File: src/rtl/pu_ctrl_pkg.sv
// Shared types and constants for the PU round controller and its helpers.
package pu_ctrl_pkg;

    localparam int NUM_PU   = 4;
    localparam int PU_IDX_W = 2;

    typedef enum logic [2:0] {
        IDLE,
        LOAD,
        EVAL,
        STEP,
        DONE
    } state_t;

endpackage

File: src/rtl/pu_survivor_enc.sv
// Combinational decode of the PU zero flags: finds a lone survivor (exactly one
// PU still non-zero) and flags the case where every PU has reached zero.
module pu_survivor_enc
    import pu_ctrl_pkg::*;
(
    input  logic [NUM_PU-1:0]   pu_zero,
    output logic                is_unique,
    output logic                all_zero,
    output logic [PU_IDX_W-1:0] idx
);

    logic [2:0] clear_cnt;

    // Count the PUs that are still non-zero and remember the index of the last one seen;
    // the index is only meaningful when exactly one bit is clear.
    always_comb begin
        clear_cnt = '0;
        idx       = '0;
        for (int i = 0; i < NUM_PU; i++) begin
            if (!pu_zero[i]) begin
                clear_cnt = clear_cnt + 3'd1;
                idx       = PU_IDX_W'(i);
            end
        end
    end

    assign is_unique = (clear_cnt == 3'd1);
    assign all_zero  = &pu_zero;

endmodule

File: src/rtl/pu_round_controller.sv
// Sequencing FSM for the four-PU elimination datapath. A round loads the PUs,
// then alternates EVAL and STEP until a single survivor remains, every PU is
// zero, or the step budget is exhausted. MAX_ITER must fit in ITER_W bits.
module pu_round_controller
    import pu_ctrl_pkg::*;
#(
    parameter int MAX_ITER = 15,
    parameter int ITER_W   = 4
) (
    input  logic                clk,
    input  logic                rst_n,
    input  logic                start,
    input  logic [NUM_PU-1:0]   pu_zero,
    output logic                ready,
    output logic                pu_load,
    output logic                pu_step,
    output logic                done,
    output logic [PU_IDX_W-1:0] winner,
    output logic                error,
    output logic [ITER_W-1:0]   iter_count
);

    localparam logic [ITER_W-1:0] ITER_LIMIT = ITER_W'(MAX_ITER);

    state_t                state;
    logic                  enc_unique;
    logic                  enc_all_zero;
    logic [PU_IDX_W-1:0]   enc_idx;

    pu_survivor_enc u_enc (
        .pu_zero   (pu_zero),
        .is_unique (enc_unique),
        .all_zero  (enc_all_zero),
        .idx       (enc_idx)
    );

    // ready depends only on the state register, so it is high throughout reset.
    assign ready = (state == IDLE);

    // Round sequencer: pulses are registered alongside the state transition that
    // produces them, so each pulse lines up exactly with the state it belongs to.
    always_ff @(posedge clk or negedge rst_n) begin
        if (!rst_n) begin
            state      <= IDLE;
            iter_count <= '0;
            winner     <= '0;
            error      <= 1'b0;
            pu_load    <= 1'b0;
            pu_step    <= 1'b0;
            done       <= 1'b0;
        end else begin
            pu_load <= 1'b0;
            pu_step <= 1'b0;
            done    <= 1'b0;
            case (state)
                IDLE: begin
                    if (start) begin
                        state      <= LOAD;
                        pu_load    <= 1'b1;
                        iter_count <= '0;
                        winner     <= '0;
                        error      <= 1'b0;
                    end
                end
                LOAD: begin
                    state <= EVAL;
                end
                EVAL: begin
                    if (enc_unique) begin
                        state  <= DONE;
                        done   <= 1'b1;
                        winner <= enc_idx;
                        error  <= 1'b0;
                    end else if (enc_all_zero) begin
                        state  <= DONE;
                        done   <= 1'b1;
                        winner <= '0;
                        error  <= 1'b1;
                    end else if (iter_count == ITER_LIMIT) begin
                        state  <= DONE;
                        done   <= 1'b1;
                        winner <= '0;
                        error  <= 1'b1;
                    end else begin
                        state   <= STEP;
                        pu_step <= 1'b1;
                        if (iter_count != ITER_LIMIT) begin
                            iter_count <= iter_count + 1'b1;
                        end
                    end
                end
                STEP: begin
                    state <= EVAL;
                end
                DONE: begin
                    state <= IDLE;
                end
                default: begin
                    state <= IDLE;
                end
            endcase
        end
    end

endmodule

File: config.mk
export PLATFORM = sky130hd
export DESIGN_NAME = pu_round_controller
export DESIGN_NICKNAME = d
export VERILOG_FILES = /design/src/rtl/pu_ctrl_pkg.sv /design/src/rtl/pu_survivor_enc.sv /design/src/rtl/pu_round_controller.sv
export SDC_FILE = /design/constraint.sdc
export NUM_CORES = 1
export LEC_CHECK = 0
export BUFFER_PORTS_ARGS = -buffer_cell sky130_fd_sc_hd__buf_2
export CAP_MARGIN = 0
export CORE_MARGIN = 8
export CORE_UTILIZATION = 50
export CTS_CLUSTER_DIAMETER = 40
export DETAILED_ROUTE_END_ITERATION = 16
export PLACE_DENSITY = 0.75
export SLEW_MARGIN = 20
export SYNTH_ARGS = -nofsm -noshare
export SYNTH_HDL_FRONTEND = slang
export SYNTH_SLANG_ARGS = --single-unit
export TNS_END_PERCENT = 1
File: constraint.sdc
create_clock -name clk -period 2.2 [get_ports clk]
set_clock_uncertainty 0.15 [all_clocks]
set_input_delay 0.22 -clock clk [delete_from_list [all_inputs] [get_ports clk]]
set_output_delay 0.22 -clock clk [all_outputs]
set_load 0.05 [all_outputs]
-- Yosys cells after proc, flatten, opt, wreduce, memory -nomap -nowiden
Cells that the tools add are included.
- mux-type cells: 38
- $add $sub $neg: 4
- equality and inequality tests: 12
- reduce and logical (&&, ||, !) cells: 6
- operators with widths (cell ; count):
    3-bit 2-to-1 mux ; 7
    4-bit 2-to-1 mux ; 5
    1-bit 2-to-1 mux ; 16
    2-bit 2-to-1 mux ; 6
    2-bit inequality test, second input constant ; 5
    3-bit one-hot mux with 3 select lines ; 1
    4-bit inequality test, second input constant ; 2
    4-bit one-hot mux with 2 select lines ; 1
    3-bit by 1-bit adder with 3-bit output, second input constant ; 2
    3-bit by 1-bit == test with 1-bit output, second input constant ; 2
    3-bit by 2-bit == test with 1-bit output, second input constant ; 2
    6-bit AND reduction ; 1
    4-bit by 1-bit adder with 4-bit output, second input constant ; 1
    4-bit == test, second input constant ; 1
    2-bit one-hot mux with 2 select lines ; 1
    4-bit AND reduction ; 1
    3-bit logical NOT ; 1
    3-bit AND reduction ; 1
    1-bit by 1-bit adder with 2-bit output, second input constant ; 1
    1-bit one-hot mux with 2 select lines ; 1
    2-bit nonzero test ; 1
    2-bit OR reduction ; 1
- register bits after elaboration: 13
- bits of input ports: 7
- word-level logic and storage cells: 67
- output and inout bits: 11

-- Longest topological paths before layout
Gate-level depths: netlist (run 1).
- depth in word-level cells: 10
- gate-level depth with buffers: 9
- gate-level depth less buffers: 9

-- Cells and area by module
From an unflattened synthesis (run 1), not the netlist that was laid out.
- cell total of the unflattened synthesis: 71
- area, all modules: 733.2 µm²
- modules (own cells, without submodules) (module ; times used ; area each (µm²) ; seq. area each (µm²) ; cells an instance):
    pu_round_controller ; 1 ; 603.1 ; 325.3 ; 54
    pu_survivor_enc ; 1 ; 130.1 ; 0.0 ; 17

-- Least setup slack after synthesis (run 1)
Ideal clock, no wire load.
- path kind: register to register
- start: reg state[0]
- end: reg iter_count[3]
- setup slack: -397 ps
- data required time: 1924 ps
- cell stages (with the launch flop): 4
- path buffers: 0
- arrival: 2321 ps
- library setup time: 126 ps
- period minus slack after synthesis: 2597 ps
- path through: dfrtp_1 -> nor3_1 -> nand2_1 -> a311o_1
- word-level cells in the longest chain between the ends: 3
- elaborated cells between the ends (all ways): 10
- those cells by class: eq/ne: 6; mux: 1; reduce/logical: 3
- ends and longest elaborated chain (element ; RTL line ; text):
    from (decl) ; pu_round_controller.sv:25 ; state_t state;
    from (signal assigned) ; pu_round_controller.sv:44 ; state <= IDLE;
    from (signal assigned) ; pu_round_controller.sv:58 ; state <= LOAD;
    from (signal assigned) ; pu_round_controller.sv:66 ; state <= EVAL;
    3-bit logical NOT * ; - ;
    via ready ; pu_round_controller.sv:14 ; output logic ready,
    2-bit inequality test (no source line) / 2-bit nonzero test (equally long branches) ; - ;
    6-bit AND reduction (no source line) ; - ;
    to (signal assigned) ; pu_round_controller.sv:88 ; iter_count <= iter_count + 1'b1;
    to (decl) ; pu_round_controller.sv:20 ; output logic [ITER_W-1:0] iter_count
Mark *: on every way through the listed nets, which the timed path passes. The rest lies on a longest branch.
A chain may end at the register's enable or synchronous reset.

-- Worst setup path after layout (run 1)
- start: in pu_zero[1]
- end: reg iter_count[1]
- word-level cells in the longest chain between the ends: 8
- elaborated cells between the ends (all ways): 10
- those cells by class: add/sub: 2; eq/ne: 3; mux: 3; reduce/logical: 2
- ends and longest elaborated chain (element ; RTL line ; text):
    from (decl) ; pu_round_controller.sv:13 ; input logic [NUM_PU-1:0] pu_zero,
    3-bit 2-to-1 mux ; pu_survivor_enc.sv:20 ; if (!pu_zero[i]) begin
    3-bit by 1-bit adder with 3-bit output ; pu_survivor_enc.sv:21 ; clear_cnt = clear_cnt + 3'd1;
    3-bit 2-to-1 mux ; pu_survivor_enc.sv:20 ;
    3-bit by 1-bit adder with 3-bit output ; pu_survivor_enc.sv:21 ;
    3-bit 2-to-1 mux ; pu_survivor_enc.sv:20 ;
    3-bit by 1-bit == test with 1-bit output ; pu_survivor_enc.sv:27 ; assign is_unique = (clear_cnt == 3'd1);
    2-bit inequality test (no source line) ; - ;
    6-bit AND reduction (no source line) * ; - ;
Mark *: on every way between the ends. The rest lies on a longest branch, timed or not.

==> run_results.csv, run 1 <==
group,metric,value,unit
status,status,"complete, no violations",
yosys,postSynthNetCount,88,
clocking,clock_tree.htree_level_count,1,
yosys,synthesis.area_per_instance,10.3,sq um
cells_and_area,nNetsFinal,116,
critical_path,crit_chain,"buf_2 > inv_1 > ha_1 > xnor2_2 > ha_1 > or2_2 > o211a_1 > o21ai_4 > mux2i_1",
timing,post-route-period-util,0.940,
power_and_ir_drop,p_leak,0.542,nW
yosys,ys_types,33,
clocking,clkLatencyLatePin,0.27,ns
global_route,global_route.usage.total,0.118,
yosys,synth.yosys.seq_area_share,0.416,
die,io_pins,18,
critical_path,path_delay_family,"adder cells",
critical_path,endpoint_kind,"register",
cells_and_area,final_cells,119,
yosys,netlist_top_cells_area,"sky130_fd_sc_hd__dfrtp_1 42%, sky130_fd_sc_hd__ha_1 8.0%, sky130_fd_sc_hd__xnor2_2 4.2%",
critical_path,worst_setup_path_start_kind,"primary input",
cells_and_area,num_antenna_cells,0,
global_route,grt_remaining_overflow,0,
yosys,post-synth-top-area-cell,"sky130_fd_sc_hd__dfrtp_1",
clocking,clock_tree_root_driver_cell,"sky130_fd_sc_hd__clkbuf_4",
drt,finalWirelength,1630,um
cells_and_area,nFillCells,136,
die,fp.coreArea,1490,sq um
critical_path,crit_arrival,2.12,ns
drt,avgViaCountPerCell,5.45,
clocking,cts_made_buffers,3,
timing,max_freq,0.484,GHz
placed_design,dpl_cell_area,933,sq um
placed_design,post-place-ws,-0.182,ns
drt,drt_first_iter_violations,13,
global_route,maximum_number_of_pins_on_one_net_before_global_route_repair,14,
die,design.die.area,3090,sq um
yosys,post_synth_inst_count,76,
timing,final-max-slew-violation-count,0,
timing,timing_worst_slew_pin_value,0.304,ns
timing,timing.max_slew.rel_slack,0.797,
cells_and_area,area_growth_from_synthesis_to_layout,24.0,%
cells_and_area,fin_area,970,sq um
yosys,yosysWarningCount,0,
yosys,post_synthesis_instance_area,782,sq um
critical_path,path_buf_inv,2,
timing,finalSetupViolCount,0,
job,max_cap_violations,0,
drt,remaining_drc_errors,0,
placed_design,hpwlAfterDp,1270,um
clocking,cts_tree,"built",
power_and_ir_drop,peakVddDrop,747,uV
critical_path,critical_path_class,"in2reg",
yosys,synth.ff_latch_count,13,
drt,firstDrtPassIters,4,
power_and_ir_drop,p_total,1.08,mW
global_route,first_global_vias,675,
placed_design,place_congestion,0.829,
worst_hold_path,hp-class,"in2reg",
cells_and_area,drive_above_1_share,0.311,
clocking,cts.path.max_buffers,2,
timing,setup_slack_of_the_critical_path_after_layout,0.132,ns
die,row_count,14,
drt,wl_per_cell,13.7,um
die,die_h,55.5,um
timing,tns,0,ns
clocking,clock-sinks,13,
die,die_width,55.5,um
critical_path,critPathSlowestCell,"sky130_fd_sc_hd__ha_1",
timing,grt_setup_unrepaired,"no",
drt,detailroute.via_count,649,
critical_path,critPathMaxStageDelay,0.32,ns
timing,hold_viol_final,0,
critical_path,timing.critical_path.mode_cell,"sky130_fd_sc_hd__ha_1",
placed_design,dp_cells,114,
global_route,wire_length_of_the_first_global_routing_pass,3020,um
global_route,antenna_found_initial,0,
critical_path,cp_data_required_time,2.25,ns
drt,drtAntennaViolNets,0,
yosys,synth_top_cell_area_share,0.416,
placed_design,port_buffers,17,
clocking,ctsResizeCount,0,
critical_path,path_max_fanout,6,
timing,final.min_clock_period,2.07,ns
power_and_ir_drop,power.density_cell_area,1110,nW/um^2
clocking,clk_pin_slew,0.07,ns
die,floorplan.initialDensity,0.525,
==> cell usage after synthesis <==
cell type,n
sky130_fd_sc_hd__dfrtp_1,13
sky130_fd_sc_hd__o211ai_1,1
sky130_fd_sc_hd__xor2_1,1
sky130_fd_sc_hd__o21ai_4,1
sky130_fd_sc_hd__a21oi_1,3
sky130_fd_sc_hd__o21ai_0,3
sky130_fd_sc_hd__nand4_1,2
sky130_fd_sc_hd__nand3b_1,1
sky130_fd_sc_hd__or2_2,1
sky130_fd_sc_hd__and3b_1,1
sky130_fd_sc_hd__nor2_1,1
sky130_fd_sc_hd__a311o_1,1
sky130_fd_sc_hd__xnor2_2,2
sky130_fd_sc_hd__a21o_1,1
sky130_fd_sc_hd__nand3_1,3
sky130_fd_sc_hd__mux2i_1,3
sky130_fd_sc_hd__a21boi_0,1
sky130_fd_sc_hd__a211oi_1,1
sky130_fd_sc_hd__ha_1,5
sky130_fd_sc_hd__nor3b_1,1
sky130_fd_sc_hd__buf_4,1
sky130_fd_sc_hd__o221ai_1,2
sky130_fd_sc_hd__nor3_1,1
sky130_fd_sc_hd__and2_1,1
sky130_fd_sc_hd__inv_1,6
sky130_fd_sc_hd__o21a_1,2
sky130_fd_sc_hd__clkbuf_1,1
sky130_fd_sc_hd__nand4b_1,2
sky130_fd_sc_hd__nand2_1,8
sky130_fd_sc_hd__nand4bb_1,1
sky130_fd_sc_hd__nor2b_1,1
sky130_fd_sc_hd__o211a_1,2
sky130_fd_sc_hd__and3_1,2
==> cell families (layout without fill, tap and decap cells) <==
kind of cell    Yosys count  after routing  share of synthesized area
flops                    13             13                      0.416
mux                       3              3                     0.0384
simple gates             26             26                      0.192
compound gates           18             18                      0.178
buf+inv                   8             35                     0.0432
fa+ha+maj                 5              5                     0.0800
xor+xnor                  3              3                     0.0528
==> power by group <==
part / internal [mW] / switching (mW)
registers: 0.310 / 0.0513
logic: 0.167 / 0.404
clock network: 0.0703 / 0.0755
==> path summary, 6_finish.rpt <==
check	from	endpoint	slack (ns)	cells past startpoint
worst min-delay path	start	state[0]$_DFFE_PN0P_	0.16	3
worst min register to register	iter_count[0]$_DFFE_PN0P_	iter_count[0]$_DFFE_PN0P_	0.37	1
min in group asynchronous	rst_n	winner[0]$_DFFE_PN0P_	0.20	2
worst max register to register	iter_count[0]$_DFFE_PN0P_	iter_count[3]$_DFFE_PN0P_	0.47	5
max in group asynchronous	rst_n	pu_step$_DFF_PN0_	1.47	2
worst max-delay path	pu_zero[1]	iter_count[1]$_DFFE_PN0P_	0.13	9
==> placed cells by master, fill, tap and decap left out, types with 3 or more instances in the layout <==
cell type / count
sky130_fd_sc_hd__nand3_1: 3
sky130_fd_sc_hd__clkbuf_4: 3
sky130_fd_sc_hd__o21ai_0: 3
sky130_fd_sc_hd__buf_4: 7
sky130_fd_sc_hd__ha_1: 5
sky130_fd_sc_hd__buf_2: 17
sky130_fd_sc_hd__a21oi_1: 3
sky130_fd_sc_hd__nand2_1: 8
sky130_fd_sc_hd__mux2i_1: 3
sky130_fd_sc_hd__dfrtp_1: 13
sky130_fd_sc_hd__inv_1: 6
==> area by class of cell <==
type | instances | area [sq um] | area share
inverters | 6 | 22.5 | 0.0232
clock buffers | 4 | 26.3 | 0.0271
well taps | 16 | 20.0 | 0.0206
multi-input cells | 55 | 428 | 0.441
repair buffers | 25 | 148 | 0.152
flip-flops and latches | 13 | 325 | 0.335
==> sequential cells by signal, summed over array words and instances, names as in the netlist <==
register	cells
winner	2
done	1
iter_count	4
pu_step	1
state	3
error	1
pu_load	1
==> per-layer routing <==
layer,share of wire,global-route usage,wire length [um]
met1,0.47,0.142,765
met2,0.45,0.176,739
met3,0.064,0.0594,104
met4,0.012,0.0423,20
met5,0,0,0
==> timing repair <==
item                       CTS  global route
setup endpoints to repair    0             1
hold endpoints to repair    13             0
setup buffers                0             0
hold buffers                 1             0
==> stage by stage <==
| step | util | hold slack, ns |
|---|---|---|
| 2_1_floorplan | - | -0.226 |
| 3_3_place_gp | 0.627 | -0.0343 |
| 3_5_place_dp | 0.627 | -0.0288 |
| 4_1_cts | 0.651 | 0.150 |
| 5_1_grt | 0.651 | 0.184 |
| 6_report | 0.651 | 0.161 |
==> worst reg2reg max path, stage by stage, from the launching register on <==
cell,delay (ns)
sky130_fd_sc_hd__dfrtp_1,0.41
sky130_fd_sc_hd__ha_1,0.23
sky130_fd_sc_hd__nand3_1,0.14
sky130_fd_sc_hd__and3_1,0.25
sky130_fd_sc_hd__o21ai_4,0.11
sky130_fd_sc_hd__a311o_1,0.33
(Power assumes the default switching activity.)
==> run 2: changes to the inputs <==
--- a/config.mk
+++ b/config.mk
@@ -12,6 +12,8 @@
 export CTS_CLUSTER_DIAMETER = 40
 export DETAILED_ROUTE_END_ITERATION = 16
 export PLACE_DENSITY = 0.75
+export REMOVE_ABC_BUFFERS = 1
+export SKIP_LAST_GASP = 1
 export SLEW_MARGIN = 20
 export SYNTH_ARGS = -nofsm -noshare
 export SYNTH_HDL_FRONTEND = slang
==> run_results.csv, run 2 (synthesis gave the netlist of run 1 again) <==
group,metric,value,unit
job,max_cap_violations,0,
global_route,wire_length_of_the_first_global_routing_pass,2940,um
timing,timing.max_slew.rel_slack,0.797,
cells_and_area,drive_above_1_share,0.311,
critical_path,endpoint_kind,"register",
drt,remaining_drc_errors,0,
worst_hold_path,min_delay_worst_endpoint,"state[1]$_DFFE_PN0P_",
timing,final.min_clock_period,2.05,ns
timing,final-max-slew-violation-count,0,
global_route,maximum_number_of_pins_on_one_net_before_global_route_repair,14,
critical_path,crit_arrival,2.10,ns
clocking,clock_tree.htree_level_count,1,
clocking,cts_tree,"built",
critical_path,crit_chain,"buf_2 > inv_1 > ha_1 > xnor2_2 > ha_1 > or2_2 > o211a_1 > o21ai_4 > mux2i_1",
timing,finalSetupViolCount,0,
cells_and_area,nFillCells,130,
global_route,first_global_vias,654,
global_route,antenna_found_initial,0,
cells_and_area,final_cell_mix,"17 x sky130_fd_sc_hd__buf_2, 13 x sky130_fd_sc_hd__dfrtp_1, 8 x sky130_fd_sc_hd__nand2_1",
critical_path,cp_data_required_time,2.25,ns
drt,firstDrtPassIters,4,
die,fp.coreArea,1490,sq um
clocking,clkLatencyLatePin,0.27,ns
critical_path,timing.critical_path.mode_cell,"sky130_fd_sc_hd__ha_1",
cells_and_area,area_growth_from_synthesis_to_layout,23.5,%
timing,tns,0,ns
timing,max_freq,0.487,GHz
cells_and_area,finalCoreUtilization,0.649,
worst_hold_path,min_path_cells,4,
placed_design,hpwlAfterDp,1300,um
die,floorplan.initialDensity,0.525,
die,design.die.area,3090,sq um
timing,timing.hold.ws,0.170,ns
critical_path,worst_r2r_path_depth,5,
critical_path,reg2reg_slack,0.46,ns
clocking,clk_pin_slew,0.08,ns
die,row_count,14,
die,die_h,55.5,um
global_route,grt_remaining_overflow,0,
timing,grt_setup_unrepaired,"no",
drt,detailroute.via_count,665,
drt,wl_per_cell,13.8,um
die,io_pins,18,
status,status,"complete, no violations",
cells_and_area,nNetsFinal,116,
cells_and_area,regMostFlops,"iter_count",
placed_design,place_congestion,0.822,
power_and_ir_drop,peakVddDrop,790,uV
timing,post-route-period-util,0.934,
clocking,cts.repair_timing.setup_buffer_count,0,
power_and_ir_drop,p_leak,0.544,nW
drt,finalWirelength,1640,um
drt,drt_first_iter_violations,12,
clocking,cts_made_buffers,3,
die,die_width,55.5,um
worst_hold_path,critical_hold_path_startpoint,"start",
drt,drtAntennaViolNets,0,
cells_and_area,top_regs,"iter_count: 4 flops, state: 3 flops, winner: 2 flops",
timing,hold_viol_final,0,
clocking,clock_tree_root_driver_cell,"sky130_fd_sc_hd__clkbuf_4",
cells_and_area,layout.cells.most_common,"sky130_fd_sc_hd__buf_2",
critical_path,crit-reg2reg-capture,"iter_count[3]$_DFFE_PN0P_",
critical_path,worst_setup_path_start_kind,"primary input",
clocking,clock-sinks,13,
critical_path,path_max_fanout,6,
power_and_ir_drop,power.density_cell_area,1110,nW/um^2
global_route,global_route.usage.total,0.112,
critical_path,timing.rr.start,"iter_count[0]$_DFFE_PN0P_",
critical_path,critPathSlowestCell,"sky130_fd_sc_hd__ha_1",
worst_hold_path,hp-class,"in2reg",
drt,avgViaCountPerCell,5.59,
cells_and_area,num_antenna_cells,0,
cells_and_area,largest_reg_flops,4,
critical_path,critPathMaxStageDelay,0.33,ns
clocking,cts.path.max_buffers,2,
placed_design,port_buffers,17,
timing,timing_worst_slew_pin_value,0.302,ns
critical_path,critical_path_class,"in2reg",
run 2: cell types whose count changed in the layout (fill, tap and decap cells not counted), sizes merged:
cell / change
clkbuf: -1
clkinv: +1
run 2: repair_timing:
action                                  in CTS  in global routing
endpoints found under the setup margin       0                  0
hold endpoints to repair                    13                  0
hold buffers                                 1                  0
resized for setup                            0                  0
run 2: power breakdown:
group          switching (mW)  total, mW  internal (mW)
combinational           0.405      0.568          0.163
sequential             0.0497      0.359          0.309
clock                  0.0799      0.147         0.0673
run 2: metal layers:
metal / global-route usage / wire length (um)
met1: 0.148 / 822
met2: 0.171 / 714
met3: 0.0457 / 99
met4: 0.0106 / 7
met5: 0 / 0
run 2: worst max-delay path by stage:
stage / endpoint / slack [ns] / from / depth (start not counted)
finish: iter_count[1]$_DFFE_PN0P_ / 0.15 / pu_zero[0] / 9
global route: iter_count[1]$_DFFE_PN0P_ / 0.03 / pu_zero[0] / 9
CTS: iter_count[1]$_DFFE_PN0P_ / 0.14 / pu_zero[0] / 9
detailed placement: iter_count[0]$_DFFE_PN0P_ / -0.16 / pu_zero[0] / 9
global placement: iter_count[0]$_DFFE_PN0P_ / -0.12 / pu_zero[0] / 9
floorplan: iter_count[3]$_DFFE_PN0P_ / -0.40 / state[0]$_DFFE_PN0P_ / 3
run 2: area by class of cell:
class,count,area (sq um),share of cell area
clock buffers,3,22.5,0.0233
repair buffers,25,148,0.153
multi-input cells,55,423,0.438
inverters,6,22.5,0.0233
clock inverters,1,5.00,0.00518
flip-flops and latches,13,325,0.337
well taps,16,20.0,0.0207
run 2: critical path: cells and delay by family:
kind	cells	cell delay, ns
adders and majority gates	2	0.61
xor gates and xnor gates	1	0.16
and+or+nand+nor	1	0.28
muxes	1	0.21
buffers and inverters	2	0.11
AOI/OAI and AO/OA	2	0.50
run 2: metrics by stage:
stage / cell area, sq um / instances / power, mW / setup WS, ns
after floorplan: 771 / 74 / 0.774 / -0.397
after global placement: 928 / 114 / 0.925 / -0.125
after detailed placement: 928 / 114 / 0.931 / -0.165
after CTS: 966 / 119 / 1.08 / 0.136
after global routing: 966 / 119 / 1.14 / 0.0301
final: 966 / 119 / 1.07 / 0.146
==> run 3: changes to the inputs <==
--- a/config.mk
+++ b/config.mk
@@ -11,11 +11,12 @@
 export CORE_UTILIZATION = 50
 export CTS_CLUSTER_DIAMETER = 40
 export DETAILED_ROUTE_END_ITERATION = 16
-export PLACE_DENSITY = 0.75
+export PLACE_DENSITY = 0.76
 export REMOVE_ABC_BUFFERS = 1
 export SKIP_LAST_GASP = 1
 export SLEW_MARGIN = 20
 export SYNTH_ARGS = -nofsm -noshare
 export SYNTH_HDL_FRONTEND = slang
+export SYNTH_HIERARCHICAL = 1
 export SYNTH_SLANG_ARGS = --single-unit
 export TNS_END_PERCENT = 1
==> run_results.csv, run 3 <==
group,metric,value,unit
status,status,"complete, no violations",
critical_path,worst_r2r_path_depth,4,
timing,final.min_clock_period,2.18,ns
worst_hold_path,critical_hold_path_startpoint,"start",
placed_design,dp_cells,113,
die,floorplan.initialDensity,0.510,
yosys,post_synthesis_instance_area,733,sq um
cells_and_area,regMostFlops,"iter_count",
cells_and_area,finalCoreUtilization,0.699,
critical_path,path_max_fanout,3,
cells_and_area,final_cell_mix,"15 x sky130_fd_sc_hd__buf_2, 13 x sky130_fd_sc_hd__dfrtp_1, 11 x sky130_fd_sc_hd__buf_4",
placed_design,hpwlAfterDp,1340,um
global_route,wire_length_of_the_first_global_routing_pass,3040,um
timing,post-route-period-util,0.992,
placed_design,place_congestion,0.773,
critical_path,worst_setup_path_start_kind,"primary input",
cells_and_area,layout.cells.most_common,"sky130_fd_sc_hd__buf_2",
drt,avgViaCountPerCell,5.90,
timing,timing_worst_slew_pin_value,0.456,ns
power_and_ir_drop,peakVddDrop,875,uV
critical_path,timing.rr.start,"iter_count[0]$_DFFE_PN0P_",
placed_design,port_buffers,17,
yosys,yosys_most_used_dff,"sky130_fd_sc_hd__dfrtp_1",
critical_path,critical_path_class,"in2reg",
yosys,synth.ff_latch_count,13,
yosys,post_synth_inst_count,71,
cells_and_area,largest_reg_flops,4,
timing,hold_viol_final,0,
drt,detailroute.via_count,702,
critical_path,reg2reg_slack,0.39,ns
yosys,post_synth_most_frequent_cells,"13 x sky130_fd_sc_hd__dfrtp_1, 8 x sky130_fd_sc_hd__nor2_1, 5 x sky130_fd_sc_hd__nand3_1",
die,io_pins,18,
global_route,maximum_number_of_pins_on_one_net_before_global_route_repair,14,
cells_and_area,drive_above_1_share,0.456,
critical_path,crit_arrival,2.19,ns
drt,drtAntennaViolNets,0,
placed_design,post-place-ws,-0.553,ns
clocking,clock-sinks,13,
yosys,synth_edf_count,0,
cells_and_area,nFillCells,120,
cells_and_area,area_growth_from_synthesis_to_layout,37.0,%
yosys,yosysWarningCount,6,
die,row_count,14,
cells_and_area,nNetsFinal,115,
die,design.die.area,2950,sq um
yosys,netlist_top_cells_area,"sky130_fd_sc_hd__dfrtp_1 44%, sky130_fd_sc_hd__ha_1 6.8%, sky130_fd_sc_hd__nor2_1 4.1%",
global_route,antenna_found_initial,0,
power_and_ir_drop,power.density_cell_area,1420,nW/um^2
power_and_ir_drop,p_leak,0.484,nW
yosys,synthesis.area_per_instance,10.3,sq um
critical_path,endpoint_kind,"register",
cells_and_area,final_cells,119,
clocking,cts_made_buffers,3,
worst_hold_path,min_path_cells,2,
critical_path,cp_data_required_time,2.21,ns
cells_and_area,num_antenna_cells,0,
power_and_ir_drop,p_total,1.43,mW
yosys,synthMostInstantiatedCell,"sky130_fd_sc_hd__dfrtp_1",
global_route,first_global_vias,723,
global_route,global_route.usage.total,0.139,
drt,firstDrtPassIters,4,
worst_hold_path,hp-class,"in2reg",
die,fp.coreArea,1440,sq um
timing,timing.max_slew.rel_slack,0.694,
yosys,post-synth-top-area-cell,"sky130_fd_sc_hd__dfrtp_1",
yosys,synth_top_cell_area_share,0.444,
drt,remaining_drc_errors,0,
timing,setup_slack_of_the_critical_path_after_layout,0.0168,ns
timing,finalSetupViolCount,0,
global_route,grt_remaining_overflow,0,
drt,wl_per_cell,15.1,um
yosys,async_reset_ff_frac,1.00,
clocking,clk_pin_slew,0.09,ns
clocking,clkLatencyLatePin,0.27,ns
worst_hold_path,min_delay_worst_endpoint,"pu_load$_DFF_PN0_",
clocking,cts_tree,"built",
die,die_h,54.3,um
timing,grt_setup_unrepaired,"yes",
drt,drt_first_iter_violations,16,
clocking,cts.path.max_buffers,2,
critical_path,crit-reg2reg-capture,"error$_DFFE_PN0P_",
timing,final-max-slew-violation-count,0,
clocking,clock_tree_root_driver_cell,"sky130_fd_sc_hd__clkbuf_4",
timing,max_freq,0.458,GHz
clocking,clock_tree.htree_level_count,1,
yosys,synth.yosys.seq_area_share,0.444,
yosys,ys_types,31,
die,die_width,54.3,um
drt,finalWirelength,1800,um
cells_and_area,top_regs,"iter_count: 4 flops, state: 3 flops, winner: 2 flops",
job,max_cap_violations,0,
-- run 3: final cells by class --
class                      count  area [sq um]  area share
multi-input combinational     54           424       0.422
sequential                    13           325       0.324
timing repair buffer          29           194       0.193
clock buffer                   3          22.5      0.0224
tap                           16          20.0      0.0199
inverter                       3          13.8      0.0137
clock inverter                 1          5.00     0.00498
-- run 3: cells by family (layout without fill, tap and decap cells) --
family	after synthesis	in the layout	synth area share
compound gates	21	21	0.230
mux	1	1	0.0205
simple gates	26	26	0.193
buf+inv	4	36	0.0205
flops	13	13	0.444
fa+ha+maj	4	4	0.0683
xor+xnor	2	2	0.0239
-- run 3: through the flow --
stage	area (sq um)	hold slack [ns]	TNS, ns
2_1_floorplan	729	-0.226	-1.71
3_3_place_gp	910	-0.0359	-3.59
3_5_place_dp	910	-0.0289	-4.80
4_1_cts	1000	0.0336	-0.0461
5_1_grt	1000	0.0257	-0.173
6_report	1000	0.0418	0
-- run 3: repair_timing --
| action | in CTS | in global routing |
|---|---|---|
| hold endpoints to repair | 13 | 0 |
| hold buffers | 1 | 0 |
| setup endpoints to repair | 11 | 6 |
| setup buffers | 1 | 0 |
| resized for setup | 11 | 1 |
| pin swaps | 7 | 2 |
-- run 3: layer usage --
metal,global-route usage,share of wire,vias up
met4,0.0984,0.015,0
li1,-,-,339
met2,0.246,0.55,14
met5,0,0,-
met1,0.147,0.40,347
met3,0.0190,0.035,2
-- run 3: power by group --
group	leakage [nW]	internal [mW]	switching, mW
clock	0.0177	0.0672	0.0793
sequential	0.166	0.337	0.0861
combinational	0.300	0.289	0.568
-- run 3: worst max-delay path, stage by stage --
cell                      delay (ns)
sky130_fd_sc_hd__buf_8          0.10
sky130_fd_sc_hd__inv_4          0.05
sky130_fd_sc_hd__ha_4           0.20
sky130_fd_sc_hd__xnor2_2        0.15
sky130_fd_sc_hd__ha_2           0.23
sky130_fd_sc_hd__xnor2_1        0.12
sky130_fd_sc_hd__a31oi_1        0.11
sky130_fd_sc_hd__o32ai_2        0.30
sky130_fd_sc_hd__nor2_2         0.08
sky130_fd_sc_hd__a311o_1        0.32
sky130_fd_sc_hd__mux2_4         0.31
-- run 3: worst max-delay path by stage --
stage | endpoint | startpoint | slack (ns)
finish | error$_DFFE_PN0P_ | pu_zero[1] | 0.02
floorplan | error$_DFFE_PN0P_ | pu_zero[0] | -0.46
detailed placement | error$_DFFE_PN0P_ | pu_zero[0] | -0.55
global route | error$_DFFE_PN0P_ | pu_zero[0] | -0.08
CTS | error$_DFFE_PN0P_ | pu_zero[1] | -0.03
global placement | error$_DFFE_PN0P_ | pu_zero[0] | -0.44
